### config.mk
export PLATFORM = sky130hd
export DESIGN_NAME = rs_multdiv
export DESIGN_NICKNAME = d
export VERILOG_FILES = /design/src/rtl/rs_multdiv_pkg.sv /design/src/rtl/rs_multdiv_select.sv /design/src/rtl/rs_multdiv.sv
export SDC_FILE = /design/constraint.sdc
export NUM_CORES = 1
export LEC_CHECK = 0
export CAP_MARGIN = 20
export CORE_MARGIN = 5
export CORE_UTILIZATION = 40
export CTS_BUF_LIST = sky130_fd_sc_hd__clkbuf_2
export DETAILED_ROUTE_END_ITERATION = 10
export GPL_TIMING_DRIVEN = 0
export PLACE_DENSITY_LB_ADDON = 0.05
export SYNTH_ARGS = -nofsm -noshare
export SYNTH_HDL_FRONTEND = slang
export SYNTH_SLANG_ARGS = --single-unit
### constraint.sdc
create_clock -name clk -period 2.5 [get_ports clk]
set_input_delay 0.375 -clock clk [delete_from_list [all_inputs] [get_ports clk]]
set_output_delay 0.375 -clock clk [all_outputs]
set_load 0.005 [all_outputs]
### src/rtl/rs_multdiv_pkg.sv
// Shared types for the mult/div reservation station: decoded-op view and RS entry layout.
package rs_multdiv_pkg;

    localparam int unsigned PHYS_TAG_W = 6;
    localparam int unsigned ROB_IDX_W  = 4;
    localparam logic [6:0]  OPC_OP     = 7'b0110011;
    localparam logic [6:0]  F7_MULDIV  = 7'b0000001;

    typedef enum logic [2:0] {
        MUL_F3    = 3'b000,
        MULH_F3   = 3'b001,
        MULHSU_F3 = 3'b010,
        MULHU_F3  = 3'b011,
        DIV_F3    = 3'b100,
        DIVU_F3   = 3'b101,
        REM_F3    = 3'b110,
        REMU_F3   = 3'b111
    } m_funct3_t;

    typedef struct packed {
        logic [6:0] opcode;
        m_funct3_t  funct3;
        logic [6:0] funct7;
    } decode_info_t;

    typedef struct packed {
        logic                  valid;
        decode_info_t          decode_info;
        logic [PHYS_TAG_W-1:0] ps1;
        logic                  ps1_ready;
        logic [PHYS_TAG_W-1:0] ps2;
        logic                  ps2_ready;
        logic [PHYS_TAG_W-1:0] pd;
        logic [ROB_IDX_W-1:0]  rob_idx;
    } rs_multdiv_entry_t;

endpackage

### src/rtl/rs_multdiv_select.sv
// Lowest-index priority encoder; used for both free-slot allocation and issue select.
module rs_multdiv_select #(
    parameter int unsigned N = 4
) (
    input  logic [N-1:0]         req_i,
    output logic                 found_o,
    output logic [$clog2(N)-1:0] idx_o
);

    localparam int unsigned IDX_W = $clog2(N);

    always_comb begin
        found_o = 1'b0;
        idx_o   = '0;
        for (int unsigned i = 0; i < N; i++) begin
            if (req_i[i] && !found_o) begin
                found_o = 1'b1;
                idx_o   = IDX_W'(i);
            end
        end
    end

endmodule

### src/rtl/rs_multdiv.sv
// Reservation station in front of fu_mult: CDB wakeup, single in-flight issue, flush.
// Optional RS_MULTDIV_PERF_EN adds saturating issue / full-stall counters.
module rs_multdiv
    import rs_multdiv_pkg::*;
#(
    parameter int unsigned PHYS_REG_BITS = 6,
    parameter int unsigned RS_DEPTH      = 4,
    parameter int unsigned ROB_IDX_BITS  = 4
) (
    input  logic                     clk,
    input  logic                     rst,
    input  logic                     dispatch_valid,
    output logic                     dispatch_ready,
    input  decode_info_t             dispatch_decode_info,
    input  logic [PHYS_REG_BITS-1:0] dispatch_ps1,
    input  logic [PHYS_REG_BITS-1:0] dispatch_ps2,
    input  logic                     dispatch_ps1_ready,
    input  logic                     dispatch_ps2_ready,
    input  logic [PHYS_REG_BITS-1:0] dispatch_pd,
    input  logic [ROB_IDX_BITS-1:0]  dispatch_rob_idx,
    input  logic                     cdb_valid,
    input  logic [PHYS_REG_BITS-1:0] cdb_pd,
    input  logic                     flush,
    input  logic                     fu_valid,
`ifdef RS_MULTDIV_PERF_EN
    output logic [31:0]              perf_issue_count,
    output logic [31:0]              perf_full_cycles,
`endif
    output logic                     start,
    output decode_info_t             issue_decode_info,
    output logic [PHYS_REG_BITS-1:0] issue_ps1,
    output logic [PHYS_REG_BITS-1:0] issue_ps2,
    output logic [PHYS_REG_BITS-1:0] issue_pd,
    output logic [ROB_IDX_BITS-1:0]  issue_rob_idx
);

    localparam int unsigned IDX_W = $clog2(RS_DEPTH);

    rs_multdiv_entry_t entries_q [RS_DEPTH];
    rs_multdiv_entry_t entries_d [RS_DEPTH];
    logic busy_q, busy_d, start_q, start_d;
    decode_info_t issue_di_q;
    logic [PHYS_REG_BITS-1:0] issue_ps1_q, issue_ps2_q, issue_pd_q;
    logic [ROB_IDX_BITS-1:0]  issue_rob_q;

    logic [RS_DEPTH-1:0] free_vec, elig_vec;
    logic                free_found, iss_found, do_issue, disp_fire;
    logic [IDX_W-1:0]    alloc_idx, iss_idx;

    always_comb begin
        for (int unsigned i = 0; i < RS_DEPTH; i++) begin
            free_vec[i] = !entries_q[i].valid;
            elig_vec[i] = entries_q[i].valid && entries_q[i].ps1_ready && entries_q[i].ps2_ready;
        end
    end

    rs_multdiv_select #(.N(RS_DEPTH)) u_alloc (.req_i(free_vec), .found_o(free_found), .idx_o(alloc_idx));
    rs_multdiv_select #(.N(RS_DEPTH)) u_issue (.req_i(elig_vec), .found_o(iss_found), .idx_o(iss_idx));

    assign dispatch_ready = free_found;
    assign disp_fire      = dispatch_valid && free_found;
    assign do_issue       = iss_found && (!busy_q || fu_valid);
    assign start_d        = do_issue && !flush;

    always_comb begin
        entries_d = entries_q;
        for (int unsigned i = 0; i < RS_DEPTH; i++) begin
            if (entries_q[i].valid && cdb_valid && entries_q[i].ps1 == cdb_pd) entries_d[i].ps1_ready = 1'b1;
            if (entries_q[i].valid && cdb_valid && entries_q[i].ps2 == cdb_pd) entries_d[i].ps2_ready = 1'b1;
        end
        if (do_issue) entries_d[iss_idx].valid = 1'b0;
        // The allocated slot was free in registered state, so it never collides with the issued one.
        if (disp_fire) begin
            entries_d[alloc_idx].valid       = 1'b1;
            entries_d[alloc_idx].decode_info = dispatch_decode_info;
            entries_d[alloc_idx].ps1         = dispatch_ps1;
            entries_d[alloc_idx].ps2         = dispatch_ps2;
            entries_d[alloc_idx].pd          = dispatch_pd;
            entries_d[alloc_idx].rob_idx     = dispatch_rob_idx;
            entries_d[alloc_idx].ps1_ready   = dispatch_ps1_ready || (dispatch_ps1 == '0) ||
                                               (cdb_valid && cdb_pd == dispatch_ps1);
            entries_d[alloc_idx].ps2_ready   = dispatch_ps2_ready || (dispatch_ps2 == '0) ||
                                               (cdb_valid && cdb_pd == dispatch_ps2);
        end
        if (flush) begin
            for (int unsigned i = 0; i < RS_DEPTH; i++) entries_d[i].valid = 1'b0;
        end
    end

    always_comb begin
        busy_d = busy_q;
        if (flush)         busy_d = 1'b0;
        else if (do_issue) busy_d = 1'b1;
        else if (fu_valid) busy_d = 1'b0;
    end

    always_ff @(posedge clk) begin
        if (rst) begin
            for (int unsigned i = 0; i < RS_DEPTH; i++) entries_q[i] <= '0;
            busy_q      <= 1'b0;
            start_q     <= 1'b0;
            issue_di_q  <= '0;
            issue_ps1_q <= '0;
            issue_ps2_q <= '0;
            issue_pd_q  <= '0;
            issue_rob_q <= '0;
        end else begin
            entries_q <= entries_d;
            busy_q    <= busy_d;
            start_q   <= start_d;
            if (start_d) begin
                issue_di_q  <= entries_q[iss_idx].decode_info;
                issue_ps1_q <= entries_q[iss_idx].ps1;
                issue_ps2_q <= entries_q[iss_idx].ps2;
                issue_pd_q  <= entries_q[iss_idx].pd;
                issue_rob_q <= entries_q[iss_idx].rob_idx;
            end
        end
    end

    assign start             = start_q;
    assign issue_decode_info = issue_di_q;
    assign issue_ps1         = issue_ps1_q;
    assign issue_ps2         = issue_ps2_q;
    assign issue_pd          = issue_pd_q;
    assign issue_rob_idx     = issue_rob_q;

`ifdef RS_MULTDIV_PERF_EN
    logic [31:0] perf_issue_q, perf_full_q;

    always_ff @(posedge clk) begin
        if (rst) begin
            perf_issue_q <= '0;
            perf_full_q  <= '0;
        end else begin
            if (start_d && perf_issue_q != '1) perf_issue_q <= perf_issue_q + 32'd1;
            if (dispatch_valid && !dispatch_ready && perf_full_q != '1) perf_full_q <= perf_full_q + 32'd1;
        end
    end

    assign perf_issue_count = perf_issue_q;
    assign perf_full_cycles = perf_full_q;
`endif

endmodule

# Word level (Yosys, flattened, before mapping)
# Index checks and enable logic that the tools add are counted.
word_totals:
  ff_bits: 209
  wordCells: 173
  inputBits: 53
op_classes:
  n_bitwise: 2
  reduce_logical: 52
  magnitude_cmp: 4
  n_mux: 56
  eq_ne: 10
ops:
  columns: ["op", "n"]
  rows:
  - ["bitwise mux 168 bit", 9]
  - ["demux 42 bit (select 2 bit)", 9]
  - ["2-to-1 mux 168 bit", 2]
  - ["2-to-1 mux 41 bit", 3]
  - ["binary-select mux 42 bit (select 2 bit)", 1]
  - ["2-to-1 mux 42 bit", 2]
  - ["== test 6 bit", 10]
  - ["logical AND 1 bit", 33]
  - ["2-to-1 mux 24 bit", 1]
  - ["2-to-1 mux 1 bit", 20]
  - ["2-to-1 mux 18 bit", 1]
  - ["2-to-1 mux 17 bit", 1]
  - ["zero test 6 bit", 2]
  - ["2-to-1 mux 11 bit", 1]
  - ["zero test 1 bit", 10]
  - ["2-to-1 mux 10 bit", 1]
  - ["2-to-1 mux 2 bit", 4]
  - [">= comparator 3 bit (second input constant)", 2]
  - ["less-than comparator 3 x 1 -> 1 bit (second input constant)", 2]
  - ["inverter 2 -> 3 bit", 2]
  - ["logical OR 1 bit", 5]
  - ["2-to-1 mux 4 bit", 1]
  - ["nonzero test 2 bit", 1]
  - ["OR reduction 2 bit", 1]

# Logic depth before layout (Yosys ltp)
# Gate-level depths: netlist of run 1.
depth:
  ltp_word: 28
  ltp_mapped: 7

# By module
# Synthesis of run 1 repeated with hierarchy kept, for this count alone.
hier_totals:
  cells_unflattened: 1073
  hier_area_um2: 9037.4
modules_own_cells:
  columns: ["mod", "cells_per_inst", "seq_area_each_um2", "n_inst", "area_per_inst_um2"]
  rows:
  - ["rs_multdiv", 1059, 4184.0, 1, 8967.4]
  - ["rs_multdiv_select", 7, 0.0, 2, 35.0]

# Worst setup path after synthesis of run 1
# Ideal clock, no wire load.
synth_timing:
  path_kind: "input to register"
  from: "input cdb_pd[4]"
  to: "register entries_q[143] (netlist name)"
  t_arrival_ns: 1.412
  setup_time_ns: 0.144
  setup_slack_ns: 0.944
  stages: 5
  required_ns: 2.356
  path_cell_list: "buf_4 xnor2_1 and4_1 a221oi_1 a221oi_1"
synth_between:
  elab_chain_len: 14
  word_cells_on_any_way: 17
  cone_classes: "eq/ne: 2; mux: 12; reduce/logical: 3"
synth_rtl:
  columns: ["item", "line_no", "source"]
  rows:
  - ["from (decl)", "rs_multdiv.sv:22", "input logic [PHYS_REG_BITS-1:0] cdb_pd,"]
  - ["== test 6 bit", "rs_multdiv.sv:68", "if (entries_q[i].valid && cdb_valid && entries_q[i].ps1 == cdb_pd) entries_d[i].ps1_ready = 1'b1;"]
  - ["logical AND 1 bit", "rs_multdiv.sv:68", null]
  - ["2-to-1 mux 1 bit", "rs_multdiv.sv:68", null]
  - ["bitwise mux 168 bit", "rs_multdiv.sv:71", "if (do_issue) entries_d[iss_idx].valid = 1'b0;"]
  - ["2-to-1 mux 168 bit", "rs_multdiv.sv:71", null]
  - ["bitwise mux 168 bit", "rs_multdiv.sv:74", "entries_d[alloc_idx].valid = 1'b1;"]
  - ["bitwise mux 168 bit", "rs_multdiv.sv:75", "entries_d[alloc_idx].decode_info = dispatch_decode_info;"]
  - ["bitwise mux 168 bit", "rs_multdiv.sv:76", "entries_d[alloc_idx].ps1 = dispatch_ps1;"]
  - ["bitwise mux 168 bit", "rs_multdiv.sv:77", "entries_d[alloc_idx].ps2 = dispatch_ps2;"]
  - ["bitwise mux 168 bit", "rs_multdiv.sv:78", "entries_d[alloc_idx].pd = dispatch_pd;"]
  - ["bitwise mux 168 bit", "rs_multdiv.sv:79", "entries_d[alloc_idx].rob_idx = dispatch_rob_idx;"]
  - ["bitwise mux 168 bit", "rs_multdiv.sv:80", "entries_d[alloc_idx].ps1_ready = dispatch_ps1_ready || (dispatch_ps1 == '0) ||"]
  - ["bitwise mux 168 bit", "rs_multdiv.sv:82", "entries_d[alloc_idx].ps2_ready = dispatch_ps2_ready || (dispatch_ps2 == '0) ||"]
  - ["2-to-1 mux 168 bit *", "rs_multdiv.sv:73", "if (disp_fire) begin"]
  - ["to (signal assigned)", "rs_multdiv.sv:108", "entries_q <= entries_d;"]
  - ["to (decl)", "rs_multdiv.sv:39", "rs_multdiv_entry_t entries_q [RS_DEPTH];"]
# Mark *: on every way between the ends. The rest lies on a longest branch, timed or not.
# A chain may end at the register's enable or synchronous reset.

# Worst setup path in the final report of run 1
layout_timing:
  from: "register entries_q[83] (netlist name)"
  to: "output dispatch_ready"
layout_between:
  elab_chain_len: 6
layout_rtl:
  columns: ["item", "line_no", "source"]
  rows:
  - ["zero test 1 bit *", "rs_multdiv.sv:52", "free_vec[i] = !entries_q[i].valid;"]
  - ["logical AND 1 bit *", "rs_multdiv_select.sv:16", "if (req_i[i] && !found_o) begin"]
  - ["2-to-1 mux 1 bit *", "rs_multdiv_select.sv:16", null]
  - ["zero test 1 bit", "rs_multdiv_select.sv:16", null]
  - ["logical AND 1 bit", "rs_multdiv_select.sv:16", null]
  - ["2-to-1 mux 1 bit *", "rs_multdiv_select.sv:16", null]
  - ["to (decl)", "rs_multdiv.sv:13", "output logic dispatch_ready,"]
# Marks and branches as above.

==> metrics.txt, run 1 <==
Post-Route WL 36800 um; crit path capture type output pin; reg2reg setup slack 130 ps; synth warn 0; Yosys reg bits 209; number of global-route vias before repair 9396; RSZ-0062 raised after global routing false; Initial Util 40.3%; Placed Instances 1654; die width 166 um; Int Pwr 4.47 mW; Die ar. 27500 um^2; clk slew on worst S/H paths 90 ps; actual slew at the worst max-slew pin 894 ps; syn avg cell area 7.82 um^2; run status finished clean; Clk Latency, worst-skew pair 840 ps; Rel. slew slack 40.4%; commonest non-fill, non-tap cell in the layout nand2_1; Total Power 6.31 mW; vias per inst 5.57; WS Path Type flip-flop to output pin; hold crit path type input port to flip-flop; clock tree sinks 209; Static Leakage 3.91 nW; Initial DRT Pass Iterations 5; crit path max fanout 9; Yosys top cell by area dfxtp_1; Tcrit/Tclk final 95.7%; root buf cell clkbuf_2; fillers 2599; P per Cell Area 551 nW/um^2; H-tree depth 2; layout cell share with drive strength beyond 1 10.7%; area of the multi-input gates 4930 um^2; setup TNS 0 ps; Switching Share 29.1%; io pins 94; max-slew violation count 0; height of the die 166 um; first-pass GRT wire length 56300 um; Final Critical Period 2390 ps; Iteration-0 DRC Markers 783; syn_nets 1296; crit path DAT 2020 ps; Syn-to-layout area delta 17.8%; DR vias 9720; PortBufs 87; register area share after synthesis 43.1%; Sequential Power Share 54.5%; synthesized area 9720 um^2; hpwl dp 25000 um; register area 4180 um^2; share of the synthesized area in the top cell type 43.1%; Worst setup SP type flip-flop; global route total overflow 0; largest net degree at the start of global routing 14; Routed Antenna Nets 0; max-cap violations 0; GP Congestion 0.872; nets@finish 1440; top cells by area, synth dfxtp_1 (43%), nand2_1 (14%), a21oi_1 (12%), xor2_1 (3.8%), o2bb2ai_1 (3.4%); final non-filler cell total 1746; final hold vios 0; # Post-CTS Setup Buffers 0; Max VDD drop 0.268 mV; # resized after CTS 0; GRT Util Overall 25.8%; DR DRC count 0; library cells used by synthesis 43; Max clock buf depth 3; most frequent cells in the layout nand2_1 (357), a21oi_1 (230), dfxtp_1 (209); final setup fails 0; Peak Freq 418 MHz; antenna violations before repair 2; P_sw 1.83 mW; average routed wire per standard cell 21.1 um; Critical Path RT 2120 ps; Post-Syn Instances 1243; Post-CTS Hold Fix Bufs 0; TritonCTS clock tree yes; CTS Buf Count 55; row count 57; Comb pwr share 8.7%; Core ar. 24100 um^2; clock power share 36.8%; clk_skew 31.5 ps
-- final cells by class --
| class | count | share of cell area, % |
|---|---|---|
| Tap cell | 324 | 3.54 |
| Timing Repair Buffer | 87 | 7.61 |
| Antenna cell | 1 | 0.0219 |
| Buffer | 120 | 5.22 |
| Multi-Input combinational cell | 912 | 43.1 |
| Clock inverter | 6 | 0.208 |
| Clock buffer | 85 | 3.72 |
| Inverter | 2 | 0.0656 |
| Sequential cell | 209 | 36.6 |
-- power by group through the flow --
stage	Combinational [mW]	Clock [mW]	Sequential [mW]
6_report	0.548	2.32	3.44
3_5_place_dp	0.543	0	3.51
3_3_place_gp	0.540	0	3.51
2_1_floorplan	0.290	0	3.50
4_1_cts	0.545	2.37	3.44
5_1_grt	0.590	2.51	3.45
-- cell families (layout without fill, tap and decap cells) --
| kind of cell | count (synthesis) | in the layout | share of synthesized area, % |
|---|---|---|---|
| compound gates | 360 | 360 | 23.6 |
| xor+xnor | 60 | 60 | 5.41 |
| buf+inv | 122 | 300 | 6.22 |
| flops | 209 | 209 | 43.1 |
| other cells | 0 | 1 | 0 |
| simple gates | 492 | 492 | 21.7 |
-- final timing paths --
check | end | from | depth (start not counted)
worst max-delay path | dispatch_ready | entries_q[83]$_SDFF_PP0_ | 3
worst min-delay path | entries_q[94]$_SDFF_PP0_ | cdb_pd[1] | 4
worst max register to register | issue_ps1[1]$_SDFFE_PP0P_ | busy_q$_SDFFE_PP0P_ | 5
worst min register to register | entries_q[6]$_SDFFE_PP0P_ | entries_q[6]$_SDFFE_PP0P_ | 2
-- cells in the mapped netlist --
library cell,count
buf_4,11
buf_6,2
buf_2,32
nand4_1,12
a32oi_1,7
buf_12,1
o31ai_1,1
nand2_1,357
and4_1,2
buf_1,2
a211oi_1,10
dfxtp_1,209
a21o_1,2
nand3_2,5
a21oi_1,230
buf_8,3
and3_4,2
and2_1,1
nor4_1,10
or2_2,3
nand4_2,1
xnor2_1,18
nor2_1,12
and3_1,2
nor2b_1,2
nor3b_1,1
a311oi_2,3
nand3_1,64
inv_1,2
a31oi_1,1
o41ai_1,1
a221oi_1,4
a211o_1,31
nor3_2,1
xor2_1,42
or3b_1,1
nand2b_1,8
clkbuf_1,69
a311oi_1,29
a31o_2,2
a41oi_1,1
o2bb2ai_1,38
nor3_1,8
-- metal layers --
| layer | vias to the layer above | GRT usage, % | share of wire [%] |
|---|---|---|---|
| met3 | 79 | 4.69 | 6.8 |
| li1 | 4647 | - | - |
| met5 | - | 0 | 0.035 |
| met2 | 363 | 41.7 | 46 |
| met4 | 2 | 8.54 | 2.7 |
| met1 | 4629 | 35.0 | 45 |
-- registers in the layout, indices dropped and copies added (netlist names) --
register / count
busy_q: 1
issue_rob_idx: 4
entries_q: 168
issue_pd: 6
issue_ps1: 6
issue_ps2: 6
start: 1
issue_decode_info: 17
-- per-stage QoR --
stage               cell area (um^2)  hold slack, ps  setup WS, ps  utilization, %
global placement               11000             442          -278            45.6
floorplan                       9720             436           944               -
detailed placement             11000             447          -275            45.6
global route                   11400            36.0          29.3            47.5
finish                         11400            90.6           107            47.5
CTS                            11400            20.9          57.9            47.5
-- worst max-delay path: stages, from the launching register on --
cell and delay [ps]:
dfxtp_1 320, buf_2 210, nand4_1 180, clkdlybuf4s50_1 480
Power figures use the tool's default switching activity.
==> inputs of run 2 (changes only) <==
Settings changed: HOLD_SLACK_MARGIN set to 0.15.
==> run 2 against run 1 <==
  * Final cell count is 0.86% higher
  * Register-to-register slack hardly changed
  * Setup slack better by 12 ps
  * Highest routed layer is now met4
  * First-iteration DRC count is 0.51% lower
  * Combinational power is 2% higher
  * Wire length is 0.18% lower
  * Clock-buffer cell count stayed put
  * Sequential share of layout area is 0.47 points lower
  * Maximum frequency is 0.49% higher
==> metrics.txt, run 2 (synthesis gave the netlist of run 1 again) <==
run status finished clean; hold crit path type input port to flip-flop; average routed wire per standard cell 20.9 um (-1.0%); Clk Latency, worst-skew pair 830 ps (about the same); layout cell share with drive strength beyond 1 10.6% (-0.11 points); RSZ-0062 raised after global routing false; die width 166 um (unchanged); hpwl dp 25000 um (unchanged); row count 57 (unchanged); most frequent cells in the layout nand2_1 (357), a21oi_1 (230), dfxtp_1 (209); Critical Path Stages 3 (unchanged); clock tree sinks 209 (unchanged); worst hold margin 203 ps (+113 ps); GP Congestion 0.872 (unchanged); Syn-to-layout area delta 19.3%; worst-path cell chain buf_2 -> nand4_1 -> clkdlybuf4s50_1; Max clock buf depth 3 (unchanged); clk slew on worst S/H paths 110 ps (+20 ps); commonest non-fill, non-tap cell in the layout nand2_1; CTS Buf Count 55 (unchanged); first-pass GRT wire length 56500 um (+0.45%); register with the most flip-flops entries_q; height of the die 166 um (unchanged); Max VDD drop 0.268 mV (about the same); setup TNS 0 ps (unchanged); crit path max fanout 9 (unchanged); Initial Util 40.3% (unchanged); largest net degree at the start of global routing 14 (unchanged); H-tree depth 2 (unchanged); reg2reg setup slack 130 ps (about the same); Total Power 6.32 mW (+0.17%); root buf cell clkbuf_2; nets@finish 1455 (+1.0%); DR DRC count 0 (unchanged); crit path capture type output pin; DR vias 9755 (+0.36%); # Post-CTS Setup Buffers 0 (unchanged); io pins 94 (unchanged); Tcrit/Tclk final 95.3% (-0.46 points); Peak Freq 420 MHz (+0.49%); max-cap violations 0 (unchanged); PortBufs 87 (unchanged); Static Leakage 3.96 nW (+1.4%); Final Critical Period 2380 ps (-11.6 ps); Core ar. 24100 um^2 (unchanged); Initial DRT Pass Iterations 6 (+1); Critical Path RT 2120 ps (about the same); Post-Route WL 36700 um (-0.18%); Routed Antenna Nets 0 (unchanged); vias per inst 5.54 (-0.49%); utilization after layout 48.1% (+0.62 points); Crit path largest cell delay 480 ps (about the same); slowest CP cell clkdlybuf4s50_1; global route total overflow 0 (unchanged); Top delay family on crit path buffers and inverters; clk_skew 37.5 ps (+6.00 ps); pre-CTS setup slack -275 ps (unchanged); max-slew violation count 0 (unchanged); R2R depth 5 (unchanged); Rel. slew slack 39.8% (-0.57 points); actual slew at the worst max-slew pin 902 ps (+8.58 ps); antenna violations before repair 1 (-1); final hold vios 0 (unchanged); Largest register FFs 168 (unchanged); post-route worst setup slack 118 ps (+11.6 ps); crit path DAT 2010 ps (about the same); Iteration-0 DRC Markers 779 (-0.51%); Die ar. 27500 um^2 (unchanged); Buf/Inv on CP 2 (unchanged); # resized after CTS 0 (unchanged); TritonCTS clock tree yes; Post-CTS Hold Fix Bufs 15 (+15); Worst setup SP type flip-flop; P per Cell Area 545 nW/um^2 (-1.1%); worst hold stages 3 (-1); final setup fails 0 (unchanged); WS Path Type flip-flop to output pin; GRT Util Overall 25.9% (+0.095 points); number of global-route vias before repair 9452 (+0.60%)
run 2: worst paths after layout:
path	end	startpoint
worst max-delay path	dispatch_ready	entries_q[83]$_SDFF_PP0_
worst max register to register	issue_ps1[1]$_SDFFE_PP0P_	busy_q$_SDFFE_PP0P_
worst min-delay path	entries_q[121]$_SDFFE_PP0P_	dispatch_decode_info[13]
worst min register to register	entries_q[6]$_SDFFE_PP0P_	entries_q[6]$_SDFFE_PP0P_
run 2: report_power, final:
part | total, mW | internal (mW) | switching, mW
clock | 2.32 | 0.877 | 1.44
combinational | 0.561 | 0.218 | 0.343
sequential | 3.44 | 3.39 | 0.0496
total | 6.32 | 4.48 | 1.83
run 2: area by class of cell:
cell class | count | area [um^2]
Timing Repair Buffer | 102 | 1020
Clock buffer | 85 | 425
Buffer | 120 | 597
Multi-Input combinational cell | 912 | 4930
Sequential cell | 209 | 4180
Fill cell | 2593 | 12500
Antenna cell | 1 | 2.50
Clock inverter | 6 | 23.8
Tap cell | 324 | 405
Inverter | 2 | 7.51
run 2: routing by layer:
metal  track usage [%]  routed length, um  up-vias
li1                  -                  -     4669
met1              35.1              16300     4630
met2              42.0              16700      372
met3              4.55               2560       84
met4              8.54               1100        0
met5                 0                  0        -
run 2: worst min-delay path, delay by kind of cell:
family | cells | cell delay (ps)
AOI/OAI and AO/OA | 1 | 50
and+or+nand+nor | 1 | 90
buffers and inverters | 1 | 480
run 2: through the flow:
stage / std cells / area, um^2
floorplan: 1243 / 9720
global placement: 1654 / 11000
detailed placement: 1654 / 11000
CTS: 1760 / 11600
global route: 1761 / 11600
finish: 1761 / 11600
==> inputs of run 3 (changes only) <==
Settings changed: RECOVER_POWER set to 50.
==> run 3 against run 2 <==
  * Final cell count hardly changed
  * Clock skew decreased by 1.5 ps
  * Sequential share of layout area is 0.050 points higher
  * Combinational power about the same
  * Highest routed layer unchanged
==> metrics.txt, run 3 (synthesis gave the netlist of run 1 again) <==
register area 4180 um^2 (unchanged); Post-Route WL 36900 um (+0.33%); Int Pwr 4.48 mW (about the same); crit path max fanout 10 (+1); Clk Latency, worst-skew pair 830 ps (about the same); nets@finish 1455 (unchanged); run status finished clean; vias per inst 5.55 (+0.22%); Initial DRT Pass Iterations 5 (-1); clk_skew 36.0 ps (-1.50 ps); P per Cell Area 545 nW/um^2 (about the same); Static Leakage 3.94 nW (-0.57%); commonest non-fill, non-tap cell in the layout nand2_1; reg2reg setup slack 90 ps (-40 ps); Die ar. 27500 um^2 (unchanged); DR DRC count 0 (unchanged); Syn-to-layout area delta 19.2%; max-cap violations 0 (unchanged); clock power share 36.6% (about the same); root buf cell clkbuf_2; GRT Util Overall 25.9% (unchanged); HP Start dispatch_decode_info[13]; R2R depth 5 (unchanged); TritonCTS clock tree yes; Max clock buf depth 3 (unchanged); io pins 94 (unchanged); setup TNS 0 ps (unchanged); fillers 2595 (+0.077%); PortBufs 87 (unchanged); Core ar. 24100 um^2 (unchanged); register with the most flip-flops entries_q; Rel. slew slack 41.4% (+1.6 points); max-slew violation count 0 (unchanged); clock tree sinks 209 (unchanged); average routed wire per standard cell 20.9 um (+0.28%); WS Path Type flip-flop to flip-flop; Initial Util 40.3% (unchanged); # resized after CTS 0 (unchanged); crit path DAT 3060 ps (+1050 ps); Sequential Power Share 54.5% (about the same); pre-CTS setup slack -275 ps (unchanged); Worst setup SP type flip-flop; Max VDD drop 0.268 mV (about the same); height of the die 166 um (unchanged); hold crit path type input port to flip-flop; area of the multi-input gates 4920 um^2 (-0.20%); CTS Buf Count 55 (unchanged); Iteration-0 DRC Markers 834 (+7.1%); number of global-route vias before repair 9452 (unchanged); worst hold stages 3 (unchanged); Worst R2R Start busy_q$_SDFFE_PP0P_; final hold vios 0 (unchanged); GP Congestion 0.872 (unchanged); layout cell share with drive strength beyond 1 9.96% (-0.63 points); H-tree depth 2 (unchanged); first-pass GRT wire length 56500 um (unchanged); DR vias 9782 (+0.28%); final setup fails 0 (unchanged); Final Critical Period 2410 ps (+29.0 ps); RSZ-0062 raised after global routing false; worst hold endpoint entries_q[121]$_SDFFE_PP0P_; largest net degree at the start of global routing 14 (unchanged); Tcrit/Tclk final 96.4% (+1.2 points); Critical Path RT 3150 ps (+1030 ps); global route total overflow 0 (unchanged); R2R Path End issue_ps1[0]$_SDFFE_PP0P_; actual slew at the worst max-slew pin 879 ps (-23.7 ps); Total Power 6.31 mW (-0.11%); clk slew on worst S/H paths 100 ps (about the same); most frequent cells in the layout nand2_1 (357), a21oi_1 (230), dfxtp_1 (209); row count 57 (unchanged); Largest register FFs 168 (unchanged); worst hold margin 206 ps (+2.28 ps); post-route worst setup slack 89.3 ps (-29.0 ps); die width 166 um (unchanged); P_sw 1.83 mW (-0.37%); crit path capture type flip-flop; hpwl dp 25000 um (unchanged); Comb pwr share 8.9% (about the same); Switching Share 29.0% (-0.075 points); Routed Antenna Nets 0 (unchanged); antenna violations before repair 1 (unchanged); Peak Freq 415 MHz (-1.2%)
==> run 3: power groups by stage <==
stage | logic, mW | clock network, mW | registers (mW)
2_1_floorplan | 0.290 | 0 | 3.50
3_3_place_gp | 0.540 | 0 | 3.51
3_5_place_dp | 0.543 | 0 | 3.51
4_1_cts | 0.560 | 2.37 | 3.44
5_1_grt | 0.605 | 2.51 | 3.45
6_report | 0.562 | 2.31 | 3.44
==> run 3: cell type report <==
class / instances / area share (%)
Sequential cell: 209 / 36.1
Multi-Input combinational cell: 912 / 42.5
Inverter: 2 / 0.0648
Timing Repair Buffer: 102 / 8.82
Buffer: 120 / 5.08
Tap cell: 324 / 3.50
Clock inverter: 6 / 0.205
Antenna cell: 2 / 0.0432
Clock buffer: 85 / 3.67
==> run 3: metrics by stage <==
stage                     cells  instance area [um^2]  util, %
after floorplan            1243                  9720        -
after detailed placement   1654                 11000     45.6
after CTS                  1760                 11600     48.1
after global routing       1762                 11600     48.0
final                      1762                 11600     48.0
after global placement     1654                 11000     45.6
==> run 3: worst max-delay path by stage <==
stage / startpoint / end / slack (ps) / depth (start not counted)
floorplan: cdb_pd[4] / entries_q[143]$_SDFF_PP0_ / 940 / 5
global placement: fu_valid / issue_ps1[4]$_SDFFE_PP0P_ / -280 / 6
detailed placement: fu_valid / issue_ps1[4]$_SDFFE_PP0P_ / -280 / 6
CTS: entries_q[83]$_SDFF_PP0_ / dispatch_ready / 60 / 3
global route: entries_q[83]$_SDFF_PP0_ / dispatch_ready / 30 / 3
finish: busy_q$_SDFFE_PP0P_ / issue_ps1[0]$_SDFFE_PP0P_ / 90 / 5
==> run 3: worst max-delay path, cell delays in order, from the launching register on <==
cell	delay, ps
dfxtp_1	300
nor2b_1	180
nor2_1	600
and2_1	280
clkbuf_1	670
a311oi_1	210
==> run 3: timing repair <==
item,CTS,global route
setup buffers,0,0
hold buffers,15,0
endpoints found under the hold margin,31,0
==> run 3: layer usage <==
layer	global-route usage [%]	routed length (um)	up-vias
met1	35.1	16300	4636
met4	8.54	1080	0
met3	4.55	2640	76
met2	42.0	16800	392
li1	-	-	4678
met5	0	0	-
